[config.mk]
export PLATFORM = sky130hd
export DESIGN_NAME = mips32_mem_arbiter
export DESIGN_NICKNAME = d
export VERILOG_FILES = /design/src/rtl/mips32_mem_arbiter.sv
export SDC_FILE = /design/constraint.sdc
export NUM_CORES = 1
export LEC_CHECK = 0
export ABC_AREA = 1
export BUFFER_PORTS_ARGS = -buffer_cell sky130_fd_sc_hd__buf_2
export CAP_MARGIN = 25
export CORE_MARGIN = 10
export CORE_UTILIZATION = 44
export CTS_BUF_LIST = sky130_fd_sc_hd__clkbuf_2
export DETAILED_ROUTE_END_ITERATION = 7
export PLACE_DENSITY = 0.83
export SYNTH_ARGS = -nofsm -noshare
export SYNTH_HDL_FRONTEND = slang
export SYNTH_SLANG_ARGS = --single-unit
[constraint.sdc]
create_clock -name clk1 -period 1.72 [get_ports clk1]
set_input_delay 0.086 -clock clk1 [delete_from_list [all_inputs] [get_ports clk1]]
set_output_delay 0.086 -clock clk1 [all_outputs]
set_load 0.1 [all_outputs]
[src/rtl/mips32_mem_arbiter.sv]
// mips32_mem_arbiter: shares one synchronous 1024x32 RAM between data, fetch and loader ports.
module mips32_mem_arbiter #(
  parameter int ADDR_W   = 10,
  parameter int DATA_W   = 32,
  parameter int MAX_WAIT = 8
) (
  input  logic              clk1,
  input  logic              rst,
  input  logic              d_req,
  input  logic              d_we,
  input  logic [ADDR_W-1:0] d_addr,
  input  logic [DATA_W-1:0] d_wdata,
  output logic              d_gnt,
  output logic              d_rvalid,
  input  logic              i_req,
  input  logic [ADDR_W-1:0] i_addr,
  output logic              i_gnt,
  output logic              i_rvalid,
  input  logic              l_req,
  input  logic              l_we,
  input  logic [ADDR_W-1:0] l_addr,
  input  logic [DATA_W-1:0] l_wdata,
  output logic              l_gnt,
  output logic              l_rvalid,
  output logic [DATA_W-1:0] rdata,
  output logic              mem_en,
  output logic              mem_we,
  output logic [ADDR_W-1:0] mem_addr,
  output logic [DATA_W-1:0] mem_wdata,
  input  logic [DATA_W-1:0] mem_rdata
);
  localparam int WW = $clog2(MAX_WAIT + 1);
  localparam logic [WW-1:0] MW = WW'(MAX_WAIT);
  typedef struct packed {
    logic       v;
    logic       rd;
    logic [1:0] port;
  } tag_t;
  logic [WW-1:0] i_wait, l_wait;
  logic          i_aged, l_aged, any_gnt, sel_we, ret;
  tag_t          tag1, tag2, tag_n;
  always_comb begin
    i_aged  = i_req && i_wait == MW;
    l_aged  = l_req && l_wait == MW;
    i_gnt   = !rst && i_req && (i_aged || (!l_aged && !d_req));
    l_gnt   = !rst && l_req && !i_aged && (l_aged || (!d_req && !i_req));
    d_gnt   = !rst && d_req && !i_aged && !l_aged;
    any_gnt = d_gnt || i_gnt || l_gnt;
    sel_we  = d_gnt ? d_we : l_gnt ? l_we : 1'b0;
    tag_n   = '{v: any_gnt, rd: !sel_we, port: d_gnt ? 2'd0 : i_gnt ? 2'd1 : 2'd2};
    // rst also masks responses so in-flight reads never surface
    ret      = !rst && tag2.v && tag2.rd;
    d_rvalid = ret && tag2.port == 2'd0;
    i_rvalid = ret && tag2.port == 2'd1;
    l_rvalid = ret && tag2.port == 2'd2;
    rdata    = ret ? mem_rdata : '0;
  end
  always_ff @(posedge clk1) begin
    if (rst) begin
      i_wait    <= '0;
      l_wait    <= '0;
      mem_en    <= 1'b0;
      mem_we    <= 1'b0;
      mem_addr  <= '0;
      mem_wdata <= '0;
      tag1      <= '0;
      tag2      <= '0;
    end else begin
      i_wait <= (!i_req || i_gnt) ? '0 : (i_wait == MW ? MW : i_wait + 1'b1);
      l_wait <= (!l_req || l_gnt) ? '0 : (l_wait == MW ? MW : l_wait + 1'b1);
      mem_en <= any_gnt;
      if (any_gnt) begin
        mem_we   <= sel_we;
        mem_addr <= d_gnt ? d_addr : i_gnt ? i_addr : l_addr;
      end
      if (d_gnt || l_gnt) mem_wdata <= d_gnt ? d_wdata : l_wdata;
      tag1 <= tag_n;
      tag2 <= tag1;
    end
  end
endmodule

# Word-level counts from Yosys, hierarchy flattened
# Cells that the tools add are included.
[word_totals]
ff_bits = 59
latch_bits = 0
ramBits = 0
rom_bits = 0
out_inout_bits = 82
wordCells = 65
n_memories = 0
[op_classes]
addsub = 2
multipliers = 0
n_div = 0
order_cmp = 0
n_eq_ne = 4
n_shift = 0
muxes = 9
bitwise_logic = 0
reduce_logical = 37
[ops]
columns = ["cell", "n"]
rows = [
  ["32-bit two-way mux", 2],
  ["10-bit two-way mux", 2],
  ["1-bit logical AND", 17],
  ["4-bit by 1-bit adder with 4-bit output, second input constant", 2],
  ["4-bit == test, second input constant", 2],
  ["4-bit two-way mux", 2],
  ["1-bit zero test", 7],
  ["1-bit logical OR", 7],
  ["2-bit OR reduction", 3],
  ["3-bit OR reduction", 2],
  ["2-bit by 1-bit == test with 1-bit output, second input constant", 1],
  ["2-bit == test, second input constant", 1],
  ["2-bit zero test", 1],
  ["1-bit two-way mux", 2],
  ["2-bit two-way mux", 1],
]

# Logic depth before layout (Yosys ltp)
# Gate-level depths: netlist of run 1.
[depth]
depth_word = 8
ltp_mapped = 11

# Worst setup path before layout of run 1
# Ideal clock, no wire load.
[synth_timing]
path_kind = "input to output"
from = "input rst"
to = "output d_rvalid"
arrival_ps = 2627
required_ps = 1634
path_slack_ps = -993
cell_stages = 4
path_cell_list = "buf_2 > inv_1 > nand3_1 > nor3_1"
[synth_via]
elab_chain_len = 4
[synth_lines]
columns = ["item", "line", "source"]
rows = [
  ["start: declaration", "8", "input logic rst,"],
  ["1-bit zero test", "52", "ret = !rst && tag2.v && tag2.rd;"],
  ["1-bit logical AND (2 in series)", "52", ""],
  ["1-bit logical AND", "53", "d_rvalid = ret && tag2.port == 2'd0;"],
  ["end: declaration", "14", "output logic d_rvalid,"],
]
# Every way passes these cells.

# Final worst setup path of run 1
[layout_timing]
from = "register i_wait[1]"
to = "output l_gnt"
[layout_via]
elab_chain_len = 5
[layout_lines]
columns = ["item", "line", "source"]
rows = [
  ["start: declaration", "39", "logic [WW-1:0] i_wait, l_wait;"],
  ["start signal: assignment", "69", "i_wait <= (!i_req || i_gnt) ? '0 : (i_wait == MW ? MW : i_wait + 1'b1);"],
  ["4-bit == test", "43", "i_aged = i_req && i_wait == MW;"],
  ["1-bit logical AND", "43", ""],
  ["1-bit zero test", "46", "l_gnt = !rst && l_req && !i_aged && (l_aged || (!d_req && !i_req));"],
  ["1-bit logical AND (2 in series)", "46", ""],
  ["end: declaration", "23", "output logic l_gnt,"],
]
# Every way passes these cells.

==> flow_metrics.tcl, run 1 <==
set metrics [dict create \
    violations "DRC, setup timing" \
    drive_above_1_share_pct 33.4 \
    layout.nets 979 \
    cap_violations 0 \
    clock-sinks 59 \
    endpoint_kind "output port" \
    rows 31 \
    p_comb_share_pct 40.9 \
    crit_fanout 6 \
    rsz0062_at_grt "yes" \
    syn_avg_cell_area_um2 6.14 \
    wire_per_inst_um 19.5 \
    fillCellCount 355 \
    dr.max_layer_used "met4" \
    power_frac_clock_pct 23.3 \
    hp-class "in -> reg" \
    start_util_pct 45.0 \
    tightest_slew_ns 0.522 \
    ant_nets 0 \
    yosys_warnings 0 \
    die_x_um 106 \
    cts_tree "built" \
    grt_usage_pct 30.7 \
    synth.distinct_cells 26 \
    cp.arrival_ns 1.73 \
    via_per_inst 5.41 \
    holdWs_ns 0.0206 \
    min_period_ns 1.82 \
    swShare_pct 42.1 \
    synthCells 532 \
    grt_pass1_wl_mm 27.9 \
    internal-power_mw 2.46 \
    cp-start-kind "register" \
    fin_crit_sh_pct 106 \
    wl_met1_mm 6.17 \
    grt_overflow 0 \
    dp_hpwl_mm 10.1 \
    synth_seq_cells 59 \
    ir_drop_mv 0.603 \
    clock_path_buffers 2 \
    multi_input_comb_area_um2 1710 \
    drcViolationCount 1 \
    place.gp.congestion 0.833 \
    setup-violations-final 3 \
    syn2layout_area_growth_pct 92.8 \
    vias 5130 \
    drt-initial-drc-count 385 \
    io_buffers 214 \
    wl_met2_mm 8.68 \
    drt-total-wl_mm 18.5 \
    io_pins 215 \
    power_density_nw_per_um2 676 \
    clock_latency_ns 0.53 \
    setup_ws_ns -0.0983 \
    leakage_nw 3.38 \
    seqCellArea_um2 1190 \
    dieHeight_um 106 \
    syn_nets 669 \
    root_buffer "clkbuf_2" \
    power_switching_mw 1.80 \
    finClkSkew_ns 0.0688 \
    numCtsBuffers 9 \
    maxSlewViolCount 0 \
    syn_area_um2 3270 \
    cp.required_ns 1.63 \
    status "finished with violations" \
    maxSlewHeadroom_pct 65.5 \
    critPathKind "reg -> out" \
    final_hold_viol_count 0 \
    finalPower_mw 4.26 \
    clock.fmax_mhz 550 \
    coreArea_um2 7250 \
    htreeDepth 3 \
    first_pass_iters 8 \
    pwr-share-seq_pct 35.8 \
    clkTransAtPathRegs_ns 0.17 \
    die-area_um2 11300 \
    grt_max_degree 43 \
    ys_seq_area_share_pct 36.2 \
    antenna_found_initial 3 \
    grt_pass1_vias 5268 \
    met3_wirelength_mm 2.36 \
]
[worst paths after layout]
check                  from      endpoint  slack [ns]  cells after the start
hold reg to reg     tag1[0]       tag2[0]        0.41                      2
setup / recovery  i_wait[1]         l_gnt        -0.1                      8
hold / removal    i_addr[9]   mem_addr[9]        0.02                      4
setup reg to reg  i_wait[1]  mem_wdata[7]        0.04                      8
[per-layer routing]
layer | global-route usage, % | up-vias
li1 | - | 2219
met1 | 30.8 | 2247
met2 | 53.6 | 529
met3 | 11.1 | 135
met4 | 18.1 | 0
met5 | 0 | -
[metrics by stage]
| step | cells | setup TNS, ns | util, % | cell area, um^2 | worst slack [ns] |
|---|---|---|---|---|---|
| 2_1_floorplan | 532 | -14.65 | - | 3350 | -0.431 |
| 3_3_place_gp | 826 | 0 | 69.7 | 5050 | 0.0523 |
| 3_5_place_dp | 826 | -0.253 | 69.7 | 5050 | -0.0468 |
| 4_1_cts | 942 | -0.197 | 85.4 | 6190 | -0.0941 |
| 5_1_grt | 946 | -0.318 | 86.7 | 6290 | -0.153 |
| 6_report | 949 | -0.200 | 86.8 | 6300 | -0.0983 |
[synth_stat cells, drive strengths merged]
library cell | count | area (um^2)
nand3 | 16 | 92.6
nor3 | 3 | 15.0
a21oi | 13 | 68.8
nor2 | 133 | 507
buf | 25 | 134
inv | 87 | 327
nor4 | 1 | 6.26
ha | 4 | 50.1
dfxtp | 59 | 1180
nand4 | 12 | 96.3
a31oi | 1 | 6.26
clkbuf | 4 | 15.0
nand3b | 10 | 75.1
xor2 | 2 | 17.5
nand2 | 127 | 492
o21ai | 33 | 165
xnor2 | 2 | 17.5
[cells by family after synthesis]
logic type                 after synthesis  synth area share (%)
adders and majority gates                4                  1.53
DFF                                     59                  36.2
AOI/OAI and AO/OA                       47                  7.36
and+or+nand+nor                        302                  39.3
xor gates and xnor gates                 4                  1.07
buffers and inverters                  116                  14.6
[worst max-delay path: stages, from the launching register on]
cell        delay (ns)
dfxtp_2           0.36
inv_2             0.07
ha_4              0.14
nand4_4           0.14
nand2_2           0.10
inv_2             0.04
nand2_4           0.08
clkinvlp_4        0.12
buf_12            0.18
[cell usage in the layout, fill, tap and decap left out, drive strengths merged, types with 5 or more instances in the layout]
cell type,Yosys,routed
a21oi,13,13
dfxtp,59,59
dlygate4sd3,0,98
buf,25,230
diode,0,5
o21ai,33,33
nand3,16,16
nand4,12,12
nor2,133,133
nand3b,10,10
inv,87,86
clkbuf,4,11
nand2,127,127
[state kept, by name (all words and copies together) (netlist names)]
register   count
tag2           4
mem_we         1
i_wait         4
mem_addr      10
mem_wdata     32
l_wait         4
tag1           4
[final cells by class]
type	instances	share of cell area, %
clock inverters	3	1.03
clock buffers	11	0.874
inverters	87	5.44
flip-flops and latches	59	18.9
well taps	99	1.97
repair buffers	328	44.4
diodes	5	0.199
multi-input cells	357	27.2
[repair_timing]
| item | in CTS | in global routing |
|---|---|---|
| pin swaps | 3 | 2 |
| gates cloned | 0 | 0 |
| resized for setup | 4 | 23 |
| endpoints found under the hold margin | 54 | 0 |
| hold buffers | 98 | 0 |
| endpoints found under the setup margin | 35 | 38 |
| buffers inserted | 4 | 2 |
[power groups by stage]
stage / logic, mW / clock network, mW / registers [mW]
floorplan: 0.437 / 0 / 2.17
global placement: 1.41 / 0 / 1.54
detailed placement: 1.44 / 0 / 1.54
CTS: 1.62 / 0.971 / 1.52
global route: 1.81 / 1.01 / 1.53
finish: 1.74 / 0.992 / 1.53
Note: power is estimated with default switching activity, not from simulation.
==> run 2: changes to the inputs <==
--- a/config.mk
+++ b/config.mk
@@ -5,11 +5,10 @@
 export SDC_FILE = /design/constraint.sdc
 export NUM_CORES = 1
 export LEC_CHECK = 0
-export ABC_AREA = 1
 export BUFFER_PORTS_ARGS = -buffer_cell sky130_fd_sc_hd__buf_2
 export CAP_MARGIN = 25
 export CORE_MARGIN = 10
-export CORE_UTILIZATION = 44
+export CORE_UTILIZATION = 42
 export CTS_BUF_LIST = sky130_fd_sc_hd__clkbuf_2
 export DETAILED_ROUTE_END_ITERATION = 7
 export PLACE_DENSITY = 0.83
==> run 2 against run 1 <==
  * The flow now stops in global routing
  * Area after synthesis shrank 10%
  * Synthesized cell count shrank 34%
==> flow_metrics.tcl, run 2 <==
set metrics [dict create \
    clock-sinks 59 \
    synth.distinct_cells 38 \
    synth_top_area_share_pct 40.2 \
    root_buffer "clkbuf_2" \
    ys_seq_area_share_pct 40.2 \
    yosys.area_share.simple_pct 22.5 \
    synth_compound_area_share_pct 24.1 \
    synth_mux_area_share_pct 3.79 \
    yosysTopAreaCell "dfxtp_1" \
    place.gp.congestion 0.847 \
    syn_nets 489 \
    clock_path_buffers 2 \
    dp_hpwl_mm 8.89 \
    syn_area_um2 2940 \
    yosysMostFrequentCell "nand2_1" \
    yosys-top-cells-area "dfxtp_1 40%, nand2_1 8.4%, o31ai_1 8.2%" \
    yosys_warnings 0 \
    lastStage "global routing" \
    dieHeight_um 104 \
    status "aborted with a tool error" \
    grt_max_degree 34 \
    synth_adder_area_share_pct 1.70 \
    synth_edf_count 0 \
    synthArstFlopShare_pct 0 \
    io_pins 215 \
    error_line "[ERROR DPL-0038] Utilization greater than 100%, impossible to legalize" \
    rows 30 \
    synthTopCellsByCount "66 x nand2_1, 59 x dfxtp_1, 33 x and2_1, 32 x o31ai_1, 31 x a31oi_1" \
    synth_xor_area_share_pct 1.19 \
    start_util_pct 43.3 \
    synthCells 352 \
    synth_top_family_by_area "compound AO/OA/AOI/OAI gates" \
    grt-worst-endpoint "i_gnt" \
    numCtsBuffers 9 \
    syn_avg_cell_area_um2 8.35 \
    pre_cts_slack_ns -0.00637 \
    endpoint_type "primary output" \
    synth_ff_type "dfxtp_1" \
    htreeDepth 3 \
    die_x_um 104 \
    place_area_um2 4220 \
    synth_seq_cells 59 \
    io_buffers 214 \
]
[run 2: what timing repair did]
| action | in CTS |
|---|---|
| pin swaps | 18 |
| gates cloned | 6 |
| hold buffers | 101 |
| hold endpoints to repair | 48 |
| setup buffers | 12 |
| resized for setup | 128 |
| endpoints found under the setup margin | 56 |
[run 2: cells by family after synthesis]
| logic type | after synthesis |
|---|---|
| compound gates | 102 |
| xor+xnor | 4 |
| fa+ha+maj | 4 |
| buf+inv | 39 |
| flops | 59 |
| mux | 11 |
| simple gates | 133 |
[run 2: stage by stage]
stage	hold slack, ns	utilization, %	std cells
floorplan	0.238	-	352
global placement	0.330	61.9	648
detailed placement	0.348	62.0	649
CTS	0.0120	90.0	783
==> run 3: changes to the inputs <==
--- a/config.mk
+++ b/config.mk
@@ -8,10 +8,9 @@
 export BUFFER_PORTS_ARGS = -buffer_cell sky130_fd_sc_hd__buf_2
 export CAP_MARGIN = 25
 export CORE_MARGIN = 10
-export CORE_UTILIZATION = 42
-export CTS_BUF_LIST = sky130_fd_sc_hd__clkbuf_2
+export CORE_UTILIZATION = 29
 export DETAILED_ROUTE_END_ITERATION = 7
-export PLACE_DENSITY = 0.83
+export PLACE_DENSITY_LB_ADDON = 0.15
 export SYNTH_ARGS = -nofsm -noshare
 export SYNTH_HDL_FRONTEND = slang
 export SYNTH_SLANG_ARGS = --single-unit
==> run 3 against run 2 <==
  * The flow now finishes without violations
  * Synthesized cell count unchanged
  * Area after synthesis unchanged
==> flow_metrics.tcl, run 3 <==
set metrics [dict create \
    drive_above_1_share_pct 47.4 \
    largest_reg_flops 32 \
    yosys-top-cells-area "dfxtp_1 40%, nand2_1 8.4%, o31ai_1 8.2%" \
    wire_per_inst_um 17.1 \
    synth_compound_area_share_pct 24.1 \
    internal-power_mw 2.61 \
    crit_fanout 5 \
    synth_xor_area_share_pct 1.19 \
    status "completed" \
    drcViolationCount 0 \
    vias 3644 \
    final_hold_viol_count 0 \
    die_x_um 121 \
    via_per_inst 4.81 \
    rsz0062_at_grt "yes" \
    clock_latency_ns 0.33 \
    cap_violations 0 \
    finalPower_mw 4.33 \
    antenna_found_initial 0 \
    maxSlewViolCount 0 \
    cp-start-kind "register" \
    die-area_um2 14600 \
    final_common_cell "buf_2" \
    numCtsBuffers 9 \
    layout.nets 757 \
    synth_edf_count 0 \
    drt-initial-drc-count 303 \
    synthTopCellsByCount "66 x nand2_1, 59 x dfxtp_1, 33 x and2_1, 32 x o31ai_1, 31 x a31oi_1" \
    synth_top_area_share_pct 40.2 \
    syn_avg_cell_area_um2 8.35 \
    slowest_stage "dfxtp_2" \
    power_density_nw_per_um2 819 \
    dp_hpwl_mm 9.29 \
    grt_pass1_wl_mm 20.0 \
    grt_usage_pct 16.7 \
    critPathTopFamily "buffers and inverters" \
    maxSlewHeadroom_pct 65.4 \
    yosysTopAreaCell "dfxtp_1" \
    io_pins 215 \
    first_pass_iters 4 \
    min_period_ns 1.69 \
    tns_ns 0 \
    synth_mux_area_share_pct 3.79 \
    critPathKind "reg -> out" \
    power_frac_clock_pct 29.9 \
    ant_nets 0 \
    tightest_slew_ns 0.522 \
    place.gp.congestion 0.824 \
    yosysMostFrequentCell "nand2_1" \
    cts_tree "built" \
    synth_ff_type "dfxtp_1" \
    setup-violations-final 0 \
    grt_overflow 0 \
    htreeDepth 3 \
    dieHeight_um 121 \
    hp-class "in -> reg" \
    start_util_pct 29.9 \
    final_cell_mix "178 x buf_2, 66 x nand2_1, 55 x dfxtp_1, 51 x buf_4, 47 x dlygate4sd3_1" \
    ys_seq_area_share_pct 40.2 \
    coreArea_um2 9820 \
    syn_area_um2 2940 \
    synth.distinct_cells 38 \
    setup_ws_ns 0.0254 \
    grt_pass1_vias 3903 \
    path_cells "inv_1, ha_4, and4b_4, o32ai_4, buf_12, buf_16" \
    synth_adder_area_share_pct 1.70 \
    p_comb_share_pct 34.8 \
    critPathBufInv 3 \
    grt_max_degree 33 \
    io_buffers 214 \
    syn2layout_area_growth_pct 80.0 \
    rows 36 \
    critPathMaxStageDelay_ns 0.33 \
    post-route-util_pct 53.9 \
    pwr-share-seq_pct 35.3 \
    synth_top_family_by_area "compound AO/OA/AOI/OAI gates" \
    power_switching_mw 1.72 \
    pre_cts_slack_ns 0.0260 \
    cp.required_ns 1.63 \
    swShare_pct 39.6 \
    yosys.area_share.simple_pct 22.5 \
    top_register "mem_wdata" \
    synthArstFlopShare_pct 0 \
    leakage_nw 2.48 \
    clock_path_buffers 2 \
    clock.fmax_mhz 590 \
    clock-sinks 59 \
    syn_nets 489 \
    cp.arrival_ns 1.61 \
    drt-total-wl_mm 12.9 \
    endpoint_kind "output port" \
    reg.largest.list "mem_wdata: 32 flops, mem_addr: 10 flops" \
    diodes 0 \
    synthCells 352 \
    root_buffer "clkbuf_8" \
    yosys_warnings 0 \
    clkTransAtPathRegs_ns 0.07 \
    ir_drop_mv 0.412 \
    fin_crit_sh_pct 98.5 \
    finClkSkew_ns 0.0123 \
    synth_seq_cells 59 \
]
==> run 3: cell counts after synthesis <==
No cell type changed its count.
==> run 3: area by class of cell <==
class                   instances  area, um^2
flip-flops and latches         59        1190
clock inverters                 5        61.3
clock buffers                  11         141
fillers                       911        4530
multi-input cells             254        1730
repair buffers                288        1970
well taps                     133         166
inverters                       8        32.5
==> run 3: routing by layer <==
| layer | vias up | GRT usage (%) | wire length [um] |
|---|---|---|---|
| li1 | 1794 | - | - |
| met1 | 1667 | 18.3 | 5280 |
| met2 | 167 | 29.1 | 6390 |
| met3 | 16 | 6.14 | 1060 |
| met4 | 0 | 5.73 | 213 |
| met5 | - | 0 | 0 |
==> run 3: path summary, 6_finish.rpt <==
kind                                  start            end  slack [ns]  cells past startpoint
worst min register to register      tag1[1]        tag2[1]        0.43                      1
worst max-delay path              l_wait[1]          i_gnt        0.03                      6
worst max register to register    l_wait[1]  mem_wdata[14]        0.08                      7
worst min-delay path            l_wdata[16]  mem_wdata[16]        0.02                      3
==> run 3: power groups by stage <==
| stage | clock [mW] | sequential (mW) | combinational (mW) |
|---|---|---|---|
| 3_3_place_gp | 0 | 1.55 | 1.35 |
| 3_5_place_dp | 0 | 1.55 | 1.36 |
| 6_report | 1.29 | 1.53 | 1.51 |
| 4_1_cts | 1.33 | 1.52 | 1.47 |
| 2_1_floorplan | 0 | 2.21 | 0.340 |
| 5_1_grt | 1.40 | 1.54 | 1.59 |
==> run 3: worst register-to-register path: cells and delay by family, from the launching register on <==
| family | cells | cell delay, ns |
|---|---|---|
| and+or+nand+nor | 1 | 0.22 |
| adders and majority gates | 1 | 0.16 |
| AOI/OAI and AO/OA | 3 | 0.60 |
| buffers and inverters | 2 | 0.23 |
| DFF | 1 | 0.34 |
==> run 3: what timing repair did <==
action,in CTS,in global routing
hold buffers,47,0
resized for setup,46,29
hold endpoints to repair,28,0
setup endpoints to repair,36,78
cloned,1,0
buffers inserted,7,2
pin swaps,3,3
==> run 3: stage by stage <==
stage,hold WS (ns),instance area (um^2),std cells
final,0.0225,5290,758
after global routing,0.00366,5290,758
after CTS,0.000503,5150,756
after detailed placement,0.349,4260,685
after global placement,0.334,4250,684
after floorplan,0.238,2970,352
==> run 3: cell families (layout without fill, tap and decap cells) <==
kind of cell	after synthesis	after routing
xor+xnor	4	4
simple gates	133	133
buf+inv	39	312
compound gates	102	102
fa+ha+maj	4	4
flops	59	59
mux	11	11
